### config.mk
export PLATFORM = sky130hd
export DESIGN_NAME = layer_sequencer
export DESIGN_NICKNAME = d
export VERILOG_FILES = /design/src/rtl/layer_sequencer.sv
export SDC_FILE = /design/constraint.sdc
export NUM_CORES = 1
export LEC_CHECK = 0
export ABC_AREA = 1
export CAP_MARGIN = 20
export CELL_PAD_IN_SITES_DETAIL_PLACEMENT = 0
export CELL_PAD_IN_SITES_GLOBAL_PLACEMENT = 1
export CORE_UTILIZATION = 28
export DETAILED_ROUTE_END_ITERATION = 6
export GPL_ROUTABILITY_DRIVEN = 0
export PLACE_DENSITY_LB_ADDON = 0.1
export SYNTH_ARGS = -nofsm -noshare
export SYNTH_HDL_FRONTEND = slang
export SYNTH_SLANG_ARGS = --single-unit
### constraint.sdc
create_clock -name clk -period 2.1 [get_ports clk]
set_input_delay 0.42 -clock clk [delete_from_list [all_inputs] [get_ports clk]]
set_output_delay 0.42 -clock clk [all_outputs]
set_load 0.005 [all_outputs]
### src/rtl/layer_sequencer.sv
// Layer-by-layer feed-forward sequencer for the neural accelerator.
// Walks the instruction RAM and drives neuron/weight addresses and MAC strobes.
module layer_sequencer #(
  parameter int ADDR_W  = 8,
  parameter int N_IN0   = 3,
  parameter int IN_BASE = 0
) (
  input  logic              clk,
  input  logic              reset,
  input  logic              start,
  output logic              busy,
  output logic              done,
  output logic [ADDR_W-1:0] instr_addr,
  input  logic [ADDR_W-1:0] instr_data,
  output logic [ADDR_W-1:0] neuro_read_addr,
  output logic [ADDR_W-1:0] weight_read_addr,
  output logic [ADDR_W-1:0] neuro_write_addr,
  output logic              neuro_we,
  output logic              mac_clear,
  output logic              mac_acc_en,
  output logic [ADDR_W-1:0] layer_idx
);

  typedef enum logic [2:0] {
    S_IDLE,
    S_FETCH,
    S_CLEAR,
    S_MAC,
    S_WRITE,
    S_DONE
  } state_t;

  localparam logic [ADDR_W-1:0] ONE   = ADDR_W'(1);
  localparam logic [ADDR_W-1:0] BASE0 = ADDR_W'(IN_BASE);
  localparam logic [ADDR_W-1:0] K0    = ADDR_W'(N_IN0);
  localparam logic [ADDR_W-1:0] WB0   = ADDR_W'(IN_BASE + N_IN0);

  state_t state_q, state_d;

  logic [ADDR_W-1:0] rbase_q, rbase_d;
  logic [ADDR_W-1:0] wbase_q, wbase_d;
  logic [ADDR_W-1:0] k_q, k_d;
  logic [ADDR_W-1:0] nk_q, nk_d;
  logic [ADDR_W-1:0] ncnt_q, ncnt_d;
  logic [ADDR_W-1:0] icnt_q, icnt_d;
  logic [ADDR_W-1:0] iaddr_q, iaddr_d;
  logic [ADDR_W-1:0] raddr_q, raddr_d;
  logic [ADDR_W-1:0] waddr_q, waddr_d;
  logic [ADDR_W-1:0] oaddr_q, oaddr_d;
  logic [ADDR_W-1:0] lidx_q, lidx_d;
  logic              busy_q, busy_d;
  logic              done_q, done_d;
  logic              we_q, we_d;
  logic              clr_q, clr_d;
  logic              acc_q, acc_d;

  always_comb begin
    state_d = state_q;
    rbase_d = rbase_q;
    wbase_d = wbase_q;
    k_d     = k_q;
    nk_d    = nk_q;
    ncnt_d  = ncnt_q;
    icnt_d  = icnt_q;
    iaddr_d = iaddr_q;
    raddr_d = raddr_q;
    waddr_d = waddr_q;
    oaddr_d = oaddr_q;
    lidx_d  = lidx_q;

    unique case (state_q)
      S_IDLE: begin
        iaddr_d = '0;
        waddr_d = '0;
        rbase_d = BASE0;
        wbase_d = WB0;
        k_d     = K0;
        lidx_d  = '0;
        if (start) state_d = S_FETCH;
      end
      S_FETCH: begin
        if (instr_data == '0) begin
          state_d = S_DONE;
        end else begin
          nk_d    = instr_data;
          ncnt_d  = '0;
          state_d = S_CLEAR;
        end
      end
      S_CLEAR: begin
        raddr_d = rbase_q;
        icnt_d  = '0;
        state_d = S_MAC;
      end
      S_MAC: begin
        raddr_d = raddr_q + ONE;
        waddr_d = waddr_q + ONE;
        icnt_d  = icnt_q + ONE;
        if (icnt_d == k_q) state_d = S_WRITE;
      end
      S_WRITE: begin
        if (ncnt_q + ONE != nk_q) begin
          ncnt_d  = ncnt_q + ONE;
          state_d = S_CLEAR;
        end else begin
          rbase_d = wbase_q;
          wbase_d = wbase_q + nk_q;
          k_d     = nk_q;
          iaddr_d = iaddr_q + ONE;
          lidx_d  = lidx_q + ONE;
          state_d = S_FETCH;
        end
      end
      S_DONE:  state_d = S_IDLE;
      default: state_d = S_IDLE;
    endcase

    // Strobes are registered: they describe the state being entered.
    if (state_d == S_WRITE) oaddr_d = wbase_q + ncnt_q;
    busy_d = (state_d == S_FETCH) || (state_d == S_CLEAR) ||
             (state_d == S_MAC) || (state_d == S_WRITE);
    done_d = (state_d == S_DONE);
    clr_d  = (state_d == S_CLEAR);
    acc_d  = (state_d == S_MAC);
    we_d   = (state_d == S_WRITE);
  end

  always_ff @(posedge clk) begin
    if (!reset) begin
      state_q <= S_IDLE;
      rbase_q <= '0;
      wbase_q <= '0;
      k_q     <= '0;
      nk_q    <= '0;
      ncnt_q  <= '0;
      icnt_q  <= '0;
      iaddr_q <= '0;
      raddr_q <= '0;
      waddr_q <= '0;
      oaddr_q <= '0;
      lidx_q  <= '0;
      busy_q  <= 1'b0;
      done_q  <= 1'b0;
      we_q    <= 1'b0;
      clr_q   <= 1'b0;
      acc_q   <= 1'b0;
    end else begin
      state_q <= state_d;
      rbase_q <= rbase_d;
      wbase_q <= wbase_d;
      k_q     <= k_d;
      nk_q    <= nk_d;
      ncnt_q  <= ncnt_d;
      icnt_q  <= icnt_d;
      iaddr_q <= iaddr_d;
      raddr_q <= raddr_d;
      waddr_q <= waddr_d;
      oaddr_q <= oaddr_d;
      lidx_q  <= lidx_d;
      busy_q  <= busy_d;
      done_q  <= done_d;
      we_q    <= we_d;
      clr_q   <= clr_d;
      acc_q   <= acc_d;
    end
  end

  assign busy             = busy_q;
  assign done             = done_q;
  assign instr_addr       = iaddr_q;
  assign neuro_read_addr  = raddr_q;
  assign weight_read_addr = waddr_q;
  assign neuro_write_addr = oaddr_q;
  assign neuro_we         = we_q;
  assign mac_clear        = clr_q;
  assign mac_acc_en       = acc_q;
  assign layer_idx        = lidx_q;

endmodule

==> metrics list <==
- Fraction of final layout cells with drive strength greater than 1: approximately 15%
* Height of the chip: ~140 µm
* Clock Pin Slew Worst Setup and Hold Paths: approximately 70 ps
* Peak clock frequency supported by timing: a little under 500 MHz
- Clock latency on the worst-skew pair, taken at its later pin, is 360 ps.
- The number of global-route vias before repair came to a little under 5k.
- The path class of the tightest hold or removal check is reg -> reg.
- STA classifies the critical path endpoint as a register.
* Family with the most delay on the worst path: simple AND/OR/NAND/NOR gates
* Synth Cell Area: between 0.005 and 0.006 mm²
- Overflow after GRT: 0
- Once layout is done, the placed cells without fillers occupy about 0.0069 mm².
- Counting every instance in the synthesized netlist gives 780.
- Worst max-slew margin expressed relative to the limit: 59.8%
- In the synthesized netlist the dominant register cell turns out to be dfxtp_1.
* Wire length of the first global-routing pass: ~25 mm
- Portion of the post-synthesis area used by sequential elements: 36.2%
- A synthesized cell averages 6.81 µm².
* CP cell instances: ha_4 -> nand2_4 -> nor2_4 -> nand3_2 -> nand3_2 -> nand2_2 -> buf_4 -> nor2_4 -> nand4_4 -> nand2_8 -> buf_8 -> a21oi_2 -> nor3_2
* Number of buffers inserted by port buffering: between 50 and 60
* PwrDens: 676 mW/mm²
- CTS placed an instance of clkbuf_16 at the clock tree root.
- Critical path buffer and inverter count: 2
- Post-synthesis to final-layout area growth: 30.1%
- Chip Width: 140 µm
- 56 I/O pins were placed.
- Summed over its instances, the top area cell type makes up 36.2% of the synthesized netlist area.
* Max-slew violation count: 0
* Share of the cycle needed by the critical path after routing: 97.5%
* Top cell types by occurrence after synthesis: nand2_1 (209), dfxtp_1 (96), inv_1 (92)
* Switching portion of total power: 32.2%
- Clock skew on the completed layout was measured at 7.26 ps.
- The tightest hold path in the finished design has a slack of 444 ps.
- The critical path is of the reg -> reg type.
- The tool flagged a number of max-cap violations equal to 0.
- Peak ir drop on the vdd network: 0.405 mV
* Number of design rule violations left after detail routing: 0
- Outcome: completed
* First-iteration detailed-routing DRC count: 282
- The synthesized design spends more area on one cell type than any other, namely dfxtp_1.
- Number of inserted diodes: 0
- Across all setup checks in the final design, the least slack found is between 50 and 60 ps.
- nand2_1 is the most common cell in the netlist.
* Yosys warnings: 0
- The analysis attributes to net switching a power of 0.00150 W.
- Setup violators final: 0
- CP peak stage delay: between 300 and 400 ps
- Vias: 5151
- Effective utilization at floorplan: between 20% and 30%
- Floorplan Core Area: 0.0183 mm²
* TritonCTS clock tree: done
- Ys async rst share: 0%
- Total routed wirelength: about 16 mm
- In the routed layout, each cell is associated on average with a via count of 4.67.
* Total track usage: 16.3%
* Largest net degree at the start of global routing: 37
- Counting along the longest clock path gives a buffer depth of 2.
* Total half-perimeter wirelength after legalization and detailed placement: 11.6 mm
- Required time worst endpoint: about 2400 ps
- Post-DR wirelength/cell: 14.5 µm
* Sequential share of power: a little over two fifths
* Initial antenna violation count: 0
- Number of buffers created by CTS: 9
* Pre-CTS setup slack: -133 ps
- The synthesized design contains 0 enable-type register cells.
- In this run, synthesis produced a sequential element count of 96.
- The clock period could shrink to slightly above 2000 ps.
- Die footprint: 0.0195 mm²
* Critical-path cell with the highest stage delay: dfxtp_4
- Dpl cell area: 0.00633 mm²
- The layout has 1969 filler cells.
- Biggest area contributors in the synthesized netlist: dfxtp_1 (36%), nand2_1 (15%), a21oi_1 (8.6%)
- Along the worst path, the maximum fanout reaches 6.
* Hold Vio Cnt, Final: 0
- For this design the static power due to leakage is 2.72 nW.
* TritonCTS Sinks: 96
- H-tree level count: 3
- The number of hold buffers added after CTS was 0.
- Transition time at the pin with the least slew margin: ~600 ps
* WP data arrival: roughly 2300 ps
- Length of the first detailed-routing pass in iterations: 4
- Setup repair after global routing could not meet its margin everywhere.
* Number of distinct library cells after synthesis: between 40 and 50
* Kind of start point of the critical path: register
- Number of rows created at floorplan: 49
* Net count of the mapped netlist: 813
- The count of nets left with antenna violations once routing finished came out at 0.
- Share of total power in the clock network: 34.0%
- Internal cell power: 0.00317 W
- The final layout contains 902 nets.
- The share of total power dissipated in combinational logic is 23.1%.
cell usage in the layout, fill, tap and decap left out, types with 11 or more instances in the layout:
cell type,n
ha_1,17
nand2_1,202
xor2_1,14
a21oi_1,86
nor2_1,62
nand3_1,46
nand2_2,12
o21ai_0,32
dfxtp_1,87
buf_4,36
clkdlybuf4s50_1,55
nor2_2,11
clkbuf_16,11
inv_1,90
per-stage QoR:
stage | total power, W | setup TNS, ps | util, % | instances
floorplan | 0.00262 | 0 | - | 780
global placement | 0.00293 | -483 | 34.7 | 1080
detailed placement | 0.00294 | -408 | 34.7 | 1080
CTS | 0.00456 | 0 | 36.2 | 1096
global route | 0.00495 | -783 | 37.8 | 1103
finish | 0.00467 | 0 | 37.8 | 1103
metal layers:
| metal | GRT usage [%] | wire, µm |
|---|---|---|
| met1 | 20.8 | 7580 |
| met2 | 27.7 | 7770 |
| met3 | 2.86 | 429 |
| met4 | 5.21 | 209 |
| met5 | 0 | 0 |
power by group through the flow:
| stage | Clock (W) | Sequential, W | Combinational [W] |
|---|---|---|---|
| 6_report | 0.00159 | 0.00200 | 0.00108 |
| 5_1_grt | 0.00173 | 0.00202 | 0.00121 |
| 4_1_cts | 0.00164 | 0.00201 | 0.000909 |
| 3_5_place_dp | 0 | 0.00205 | 0.000888 |
| 3_3_place_gp | 0 | 0.00205 | 0.000885 |
| 2_1_floorplan | 0 | 0.00201 | 0.000612 |
timing repair:
action	4_1_cts	5_1_grt
setup buffers	0	4
setup endpoints to repair	11	64
gates resized for setup	7	58
pin swaps	0	20
cloned	0	3
state kept, by name, indices dropped and copies added, names as in the netlist, 3 cells and up:
register	flops
icnt_q	8
instr_addr	8
k_q	8
layer_idx	8
ncnt_q	8
neuro_read_addr	8
neuro_write_addr	8
nk_q	8
rbase_q	8
wbase_q	8
weight_read_addr	8
state_q	3
cells by family after synthesis:
kind of cell | after synthesis | synth area share, %
xor+xnor | 21 | 3.46
fa+ha+maj | 22 | 5.47
buf+inv | 120 | 9.28
simple gates | 377 | 31.3
flops | 96 | 36.2
compound gates | 144 | 14.3
path summary, 6_finish.rpt:
check / cells past startpoint / endpoint / slack [ps] / start
min reg2reg: 2 / neuro_write_addr[6] / 440 / neuro_write_addr[6]
min: 2 / neuro_write_addr[6] / 440 / neuro_write_addr[6]
max: 13 / instr_addr[2] / 50 / ncnt_q[0]
max reg2reg: 13 / instr_addr[2] / 50 / ncnt_q[0]
worst register-to-register path: stages, from the launching register on:
cell     delay, ps
dfxtp_4        370
ha_4           160
nand2_4         80
nor2_4         160
nand3_2        110
nand3_2         80
nand2_2         60
buf_4          140
nor2_4         110
nand4_4        170
nand2_8        180
buf_8          140
a21oi_2         50
nor3_2         180
final cells by class:
type | instances | area (µm²) | area share [%]
clock buffer | 11 | 243 | 3.51
clock inverter | 5 | 31.3 | 0.453
inverter | 99 | 384 | 5.56
multi-input combinational | 564 | 3040 | 44.1
sequential | 96 | 1940 | 28.1
tap | 229 | 287 | 4.15
timing repair buffer | 98 | 961 | 13.9
timing repair inverter | 1 | 20.0 | 0.290
Power figures use the tool's default switching activity.
